$ cat config.mk
export PLATFORM = sky130hd
export DESIGN_NAME = tti_tx_queue
export DESIGN_NICKNAME = d
export VERILOG_FILES = /design/src/rtl/i3c_pkg.sv /design/src/rtl/tti_fifo_mem.sv /design/src/rtl/tti_tx_queue.sv
export SDC_FILE = /design/constraint.sdc
export NUM_CORES = 2
export LEC_CHECK = 0
export ABC_AREA = 1
export CAP_MARGIN = 20
export CORE_UTILIZATION = 55
export CTS_BUF_LIST = sky130_fd_sc_hd__clkbuf_8 sky130_fd_sc_hd__clkbuf_16
export DETAILED_ROUTE_END_ITERATION = 10
export GPL_TIMING_DRIVEN = 1
export HOLD_SLACK_MARGIN = 0.03
export PLACE_DENSITY_LB_ADDON = 0.1
export SLEW_MARGIN = 10
export SYNTH_ARGS = -nofsm -noshare
export SYNTH_HDL_FRONTEND = slang
export SYNTH_SLANG_ARGS = --single-unit
$ cat constraint.sdc
create_clock -name clk_i -period 4 [get_ports clk_i]
set_clock_uncertainty 0.2 [all_clocks]
set_input_delay 0.6 -clock clk_i [delete_from_list [all_inputs] [get_ports clk_i]]
set_output_delay 0.6 -clock clk_i [all_outputs]
set_load 0.05 [all_outputs]
$ cat src/rtl/i3c_pkg.sv
// Shared types and helpers for the I3C target transaction interface queues.
//
// Contents:
//   rst_state_e  - states of the software-requested queue reset sequence
//   thld_decode  - converts a raw threshold field into an entry count
package i3c_pkg;

    typedef enum logic [1:0] {
        RstIdle,   // normal operation
        RstFlush,  // one cycle: storage emptied, pending word discarded
        RstClear,  // one cycle: write 0 back to the software reset bit
        RstWait    // hold until the reset bit reads back as 0
    } rst_state_e;

    // Raw field to entry count. Power encoding means 2^(thld+1) entries.
    // Large power fields saturate so the result never wraps to a small value.
    function automatic logic [31:0] thld_decode(input logic [31:0] thld, input bit is_pow);
        logic [31:0] eff;
        eff = thld;
        if (is_pow) begin
            if (thld >= 32'd30) begin
                eff = 32'h8000_0000;
            end else begin
                eff = 32'd1 << (thld + 32'd1);
            end
        end
        return eff;
    endfunction

endpackage

$ cat src/rtl/tti_fifo_mem.sv
// Flop-array storage for the TTI queues: one synchronous write port and one
// asynchronous (show-ahead) read port.
//
// Ports:
//   clk_i    - clock
//   we_i     - write enable
//   waddr_i  - write address
//   wdata_i  - write data
//   raddr_i  - read address
//   rdata_o  - word at raddr_i, combinational
module tti_fifo_mem #(
    parameter int unsigned Depth     = 64,
    parameter int unsigned DataWidth = 32
) (
    input  logic                     clk_i,
    input  logic                     we_i,
    input  logic [$clog2(Depth)-1:0] waddr_i,
    input  logic [DataWidth-1:0]     wdata_i,
    input  logic [$clog2(Depth)-1:0] raddr_i,
    output logic [DataWidth-1:0]     rdata_o
);

    logic [DataWidth-1:0] mem_q [Depth];

    // NOTE: the array has no reset; an entry is only read after it has been
    // written, so clearing it would only cost reset fan-out. Non-blocking
    // assignment keeps the write ordered against readers of the same edge.
    always_ff @(posedge clk_i) begin
        if (we_i) begin
            mem_q[waddr_i] <= wdata_i;
        end
    end

    assign rdata_o = mem_q[raddr_i];

endmodule

$ cat src/rtl/tti_tx_queue.sv
// Transmit-direction TTI queue. CSR writes arrive on a req/ack handshake,
// pass through a one-entry pending register into the FIFO, and leave on a
// valid/ready stream to the target controller. Fill level is compared
// against the ready (free space) and start (occupancy) thresholds, and a
// software queue reset is executed with a hardware self-clear of its bit.
//
// Ports:
//   clk_i, rst_ni                      - clock, async active-low reset
//   req_i, data_i, ack_o               - CSR write handshake
//   rd_valid_o, rd_ready_i, rd_data_o  - controller read stream (show-ahead)
//   ready_thld_i/_o, start_thld_i      - thresholds; _o is the clamped field
//   ready_thld_trig_o                  - free entries >= ready threshold
//   start_thld_trig_o                  - occupied entries >= start threshold
//   full_o, empty_o, depth_o           - occupancy
//   reg_rst_i, reg_rst_we_o/_data_o    - software reset bit and its self-clear
module tti_tx_queue
    import i3c_pkg::*;
#(
    parameter int unsigned Depth     = 64,
    parameter int unsigned DataWidth = 32,
    parameter int unsigned ThldWidth = 8,
    parameter int unsigned ThldIsPow = 0
) (
    input  logic                       clk_i,
    input  logic                       rst_ni,
    input  logic                       req_i,
    input  logic [DataWidth-1:0]       data_i,
    output logic                       ack_o,
    output logic                       rd_valid_o,
    input  logic                       rd_ready_i,
    output logic [DataWidth-1:0]       rd_data_o,
    input  logic [ThldWidth-1:0]       ready_thld_i,
    output logic [ThldWidth-1:0]       ready_thld_o,
    input  logic [ThldWidth-1:0]       start_thld_i,
    output logic                       ready_thld_trig_o,
    output logic                       start_thld_trig_o,
    output logic                       full_o,
    output logic                       empty_o,
    output logic [$clog2(Depth+1)-1:0] depth_o,
    input  logic                       reg_rst_i,
    output logic                       reg_rst_we_o,
    output logic                       reg_rst_data_o
);

    localparam int unsigned PtrW = $clog2(Depth);
    localparam int unsigned CntW = $clog2(Depth+1);
    localparam logic [CntW-1:0] FullCnt = CntW'(Depth);
    localparam bit IsPow = (ThldIsPow != 0);
    // Largest raw field whose decoded value stays below Depth.
    localparam logic [ThldWidth-1:0] ClampRaw =
        IsPow ? ThldWidth'($clog2(Depth) - 2) : ThldWidth'(Depth - 1);

    rst_state_e           state_q, state_d;
    logic                 pend_q;
    logic [DataWidth-1:0] pend_data_q;
    logic                 ack_q;
    logic [PtrW-1:0]      wptr_q, rptr_q;
    logic [CntW-1:0]      count_q;
    logic                 idle, flushing, push, pop;
    logic [DataWidth-1:0] mem_rdata;
    logic [31:0]          ready_dec, ready_eff, start_eff, count_w, free_w;

    // ---------------- soft-reset FSM ----------------
    always_ff @(posedge clk_i or negedge rst_ni) begin
        if (!rst_ni) begin
            state_q <= RstIdle;
        end else begin
            state_q <= state_d;
        end
    end

    // NOTE: every output of this block gets a default before the case, so no
    // path leaves a signal unassigned and no latch is inferred.
    always_comb begin
        state_d      = state_q;
        reg_rst_we_o = 1'b0;
        case (state_q)
            RstIdle:  if (reg_rst_i) state_d = RstFlush;
            RstFlush: state_d = RstClear;
            RstClear: begin
                reg_rst_we_o = 1'b1;
                state_d      = RstWait;
            end
            RstWait:  if (!reg_rst_i) state_d = RstIdle;
            default:  state_d = RstIdle;
        endcase
    end

    assign reg_rst_data_o = 1'b0;
    assign idle           = (state_q == RstIdle);
    assign flushing       = (state_q == RstFlush);

    // ---------------- occupancy and handshakes ----------------
    assign full_o     = (count_q == FullCnt);
    assign empty_o    = (count_q == '0);
    assign depth_o    = count_q;
    // Full is judged on the registered count, so a pop never frees a slot
    // for a push in the same cycle.
    assign push       = pend_q && !full_o && idle;
    assign rd_valid_o = !empty_o && !flushing;
    assign pop        = rd_valid_o && rd_ready_i;
    assign ack_o      = ack_q;
    assign rd_data_o  = rd_valid_o ? mem_rdata : '0;

    always_ff @(posedge clk_i or negedge rst_ni) begin
        if (!rst_ni) begin
            pend_q      <= 1'b0;
            pend_data_q <= '0;
            ack_q       <= 1'b0;
            wptr_q      <= '0;
            rptr_q      <= '0;
            count_q     <= '0;
        end else begin
            // A discarded pending word is still acknowledged to release the bus.
            ack_q <= push || (flushing && pend_q);

            if (push || flushing) begin
                pend_q <= 1'b0;
            end
            // A request arriving while one is pending is dropped.
            if (req_i && !pend_q) begin
                pend_q      <= 1'b1;
                pend_data_q <= data_i;
            end

            if (flushing) begin
                wptr_q  <= '0;
                rptr_q  <= '0;
                count_q <= '0;
            end else begin
                if (push) wptr_q <= wptr_q + 1'b1;
                if (pop)  rptr_q <= rptr_q + 1'b1;
                case ({push, pop})
                    2'b10:   count_q <= count_q + 1'b1;
                    2'b01:   count_q <= count_q - 1'b1;
                    default: count_q <= count_q;
                endcase
            end
        end
    end

    tti_fifo_mem #(
        .Depth     (Depth),
        .DataWidth (DataWidth)
    ) u_mem (
        .clk_i   (clk_i),
        .we_i    (push),
        .waddr_i (wptr_q),
        .wdata_i (pend_data_q),
        .raddr_i (rptr_q),
        .rdata_o (mem_rdata)
    );

    // ---------------- thresholds ----------------
    always_comb begin
        ready_dec    = thld_decode(32'(ready_thld_i), IsPow);
        ready_eff    = ready_dec;
        ready_thld_o = ready_thld_i;
        if (ready_dec >= Depth) begin
            ready_eff    = Depth - 1;
            ready_thld_o = ClampRaw;
        end
        start_eff = thld_decode(32'(start_thld_i), IsPow);
        count_w   = 32'(count_q);
        free_w    = Depth - count_w;
    end

    assign ready_thld_trig_o = (free_w >= ready_eff);
    assign start_thld_trig_o = (count_w >= start_eff);

    a_no_req_while_pending : assert property (
        @(posedge clk_i) disable iff (!rst_ni) !(req_i && pend_q)
    );

endmodule

==> metrics.md <==
| Metric | Value |
|---|---|
| Outcome | complete, but fails checks |
| Violated checks | negative setup slack |
| CTS Buf Count | 207 |
| Starting DRC count in detailed routing | 7755 |
| Top Ports | 108 |
| Switching power | 29270 uW |
| CP arrival | 3.39 ns |
| Static leakage | 0.03420 uW |
| Slew @ Worst Pin | 1.130 ns |
| Logic gate share of total power | 39.2% |
| Mapped Area | 0.08367 mm2 |
| CP Max Fanout | 29 |
| Setup WS post-layout | -0.1904 ns |
| Worst Hold Class | input port to asynchronous set/reset pin |
| Number of global-route vias before repair | 53570 |
| DIE AREA | 0.1537 mm2 |
| Crit-path slowest cell | dfrtp_4 |
| Pwr Density | 785.0 mW/mm2 |
| CTS max path bufs | 3 |
| Initial antenna violation count | 5 |
| Via-per-instance ratio | 6.354 |
| TritonRoute pass-1 iters | 6 |
| Yosys reg bits | 2103 |
| ANT cells | 0 |
| Drt total wl | 253100 um |
| Final Instance Area | 0.1019 mm2 |
| Cell Int Power | 50750 uW |
| Post-DP HPWL | 129300 um |
| Worst skew pair latency | 0.83 ns |
| Port bufs | 104 |
| RSZ-0062 raised after global routing | yes |
| Seq pwr share | 37.0% |
| Req. time, crit path | 3.20 ns |
| Maximum vdd ir drop | 0.9492 mV |
| CP cell instances | buf_12 > buf_16 > o21ai_0 > o22ai_1 > nor2_1 > o211ai_1 > nand3_2 > a21oi_4 > buf_12 |
| Post-synth ARST share | 2.615% |
| Seq/Total Area, Yosys | 75.14% |
| Cell Count, Final, Fillers Out | 8983 |
| Fmax | 238.6 MHz |
| Post-synth cell types | 41 |
| Area delta synth->final | 21.83% |
| CTS Sinks | 2103 |
| Area of placed instances | 0.08993 mm2 |
| Share of cells above drive strength 1 | 17.78% |
| CORE AREA | 0.1505 mm2 |
| Avg Inst Size Synth | 13.02 um2 |
| Antenna-violating nets left | 0 |
| Final setup vio count | 32 |
| Placed insts | 8415 |
| Height of the die | 392.0 um |
| Worst Path Buf+Inv | 3 |
| Post-synth EDFFs | 2048 |
| TritonCTS clock tree | yes |
| Max-Cap Viols | 0 |
| Wirelength per Cell | 28.17 um |
| Die width | 392.0 um |
| Slew Limit Headroom | 24.68% |
| Crit-path most repeated cell | buf_12 |
| CTS Root Cell | clkbuf_16 |
| Clock group share of total power | 23.8% |
| Family with the most delay on the worst path | compound AO/OA/AOI/OAI gates |
| Tot GR Track Use | 32.30% |
| Crit path kind | flip-flop to output port |
| Final Hold Violating Endpoints | 0 |
| Gp weighted congestion | 0.8314 |
| Startpoint types | flip-flop |
| DR vias | 57080 |
| First-pass GRT wire length | 360100 um |
| DR DRC count | 0 |
| Initial Util | 55.60% |
| # rows | 142 |
| Nets@finish | 6869 |
| Sw Ratio | 36.58% |
| Largest net degree at the start of global routing | 67 |
| Post-Syn Instances | 6429 |
| Ys Warns | 0 |
| Final worst-path cycle share | 104.8% |
| CP endpoint kind | output port |
| H-tree lvl count | 4 |
| Clock transition at path regs | 0.06 ns |
| GRT Residual Overflow | 0 |
| Synth Flop Type | edfxtp_1 |
| Slowest Stage Delay on Critical Path | 0.55 ns |
| Slew Limit Fails | 0 |
| Min cycle time layout | 4.190 ns |
-- cell type report --
type | instances | area [um2]
Inverter | 74 | 331.6
Fill cell | 10430 | 48550
Timing Repair Buffer | 607 | 9274
Sequential cell | 2103 | 62940
Clock buffer | 222 | 5477
Timing Repair inverter | 2 | 20.02
Tap cell | 2016 | 2522
Multi-Input combinational cell | 3796 | 20190
Clock inverter | 163 | 1185
-- worst register-to-register path, stage by stage, from the launching register on --
cell     delay (ns)
dfrtp_2        0.43
inv_2          0.08
ha_2           0.21
nand2_1        0.07
nor2_1         0.04
nand2_1        0.12
nand2_1        0.36
nor3_1         0.35
inv_1          0.20
buf_4          0.23
nor2_4         0.45
buf_12         0.29
-- power by group through the flow --
stage	combinational [uW]	sequential (uW)	clock (uW)
after floorplan	13400	30200	0
after global placement	23100	30700	0
after detailed placement	23500	30700	0
after CTS	28200	30200	19200
after global routing	33200	29700	20000
final	31400	29600	19100
-- placed cells by master, fill, tap and decap left out, drive strengths merged --
cell / Yosys / final
clkdlybuf4s50: 0 / 69
ha: 25 / 25
a21boi: 6 / 6
clkinvlp: 0 / 7
o21bai: 2 / 2
a211oi: 1 / 1
nand4: 12 / 12
a21oi: 56 / 56
nor3: 9 / 9
o21ai: 1136 / 1136
nand2: 473 / 473
dfrtp: 55 / 55
xnor2: 3 / 3
xor2: 4 / 4
o221ai: 75 / 75
buf: 228 / 506
bufinv: 0 / 17
clkbuf: 231 / 244
dlygate4sd3: 0 / 1
inv: 72 / 125
nand3: 285 / 285
a31oi: 8 / 8
o211ai: 25 / 25
o2111ai: 1 / 1
or2: 2 / 2
o21a: 1 / 1
nor2: 1195 / 1195
conb: 2 / 5
clkinv: 2 / 90
bufbuf: 0 / 9
o22ai: 439 / 439
mux2: 33 / 33
edfxtp: 2048 / 2048
-- layer usage --
layer / wire (um) / track usage (%) / vias up
met4: 9264 / 11.39 / 0
met3: 26200 / 5.145 / 483
met2: 116300 / 49.67 / 3368
li1: - / - / 24690
met5: 0 / 0 / -
met1: 101300 / 47.04 / 28530
-- cell usage after synthesis (3+ instances only) --
master | n | area share [%]
edfxtp_1 | 2048 | 73
xnor2_1 | 3 | 0.031
buf_2 | 119 | 0.71
nor3_1 | 9 | 0.054
xor2_1 | 4 | 0.042
o22ai_1 | 439 | 3.3
o221ai_1 | 75 | 0.79
nor2_2 | 3 | 0.022
mux2_2 | 33 | 0.44
o211ai_1 | 24 | 0.22
buf_4 | 50 | 0.45
a31oi_1 | 8 | 0.060
buf_1 | 39 | 0.17
a21boi_0 | 3 | 0.027
ha_1 | 25 | 0.37
nand2_1 | 471 | 2.1
nor2_1 | 1191 | 5.3
a21oi_1 | 56 | 0.33
o21ai_0 | 1075 | 6.4
a21boi_1 | 3 | 0.027
inv_1 | 69 | 0.31
nand4_1 | 12 | 0.090
nand3_1 | 284 | 1.7
clkbuf_1 | 231 | 1.0
o21ai_1 | 61 | 0.36
buf_6 | 18 | 0.24
dfrtp_1 | 55 | 1.6
-- registers in the layout, summed over array words and instances, names as in the netlist --
register	cells
depth_o	7
pend_data_q	32
wptr_q	6
rptr_q	6
ack_o	1
state_q	2
u_mem.mem_q	2048
pend_q	1
-- worst paths after layout --
check / start / end / slack (ns) / cells past startpoint
max: rptr_q[1] / rd_data_o[1] / -0.19 / 9
min: rst_ni / depth_o[5] / 0.16 / 2
max reg2reg: depth_o[0] / u_mem.mem_q[7][0] / 0.62 / 11
min reg2reg: pend_data_q[6] / pend_data_q[6] / 0.31 / 1
max in group asynchronous: rst_ni / pend_data_q[0] / 2.45 / 3
min in group clk_i: data_i[2] / pend_data_q[2] / 0.18 / 2
-- cell families (layout without fill, tap and decap cells) --
family | Yosys count | after routing | share of synthesized area [%]
AOI/OAI and AO/OA | 1750 | 1750 | 11.59
xor gates and xnor gates | 7 | 7 | 0.07327
adders and majority gates | 25 | 25 | 0.3738
buffers and inverters | 533 | 1068 | 2.985
DFF | 2103 | 2103 | 75.14
muxes | 33 | 33 | 0.4441
other | 2 | 5 | 0.008975
and+or+nand+nor | 1976 | 1976 | 9.385
-- stage by stage --
stage	hold WS, ns	TNS (ns)	util [%]	worst slack [ns]	power [uW]
detailed placement	0.3013	0	59.76	0.2910	54190
CTS	0.1318	-4.727	66.59	-0.2437	77590
finish	0.1587	-3.867	67.74	-0.1904	80020
floorplan	0.1044	-58.26	-	-0.9103	43570
global placement	0.2987	0	59.75	0.1227	53770
global route	0.1563	-6.867	67.74	-0.3011	82910
-- what timing repair did --
item	CTS	global route
gates cloned	53	26
endpoints found under the setup margin	32	33
resized for setup	355	217
hold buffers	1	0
hold endpoints to repair	28	0
buffers inserted	68	36
pin swaps	74	132
No activity file was read; power rests on OpenSTA's default activity.
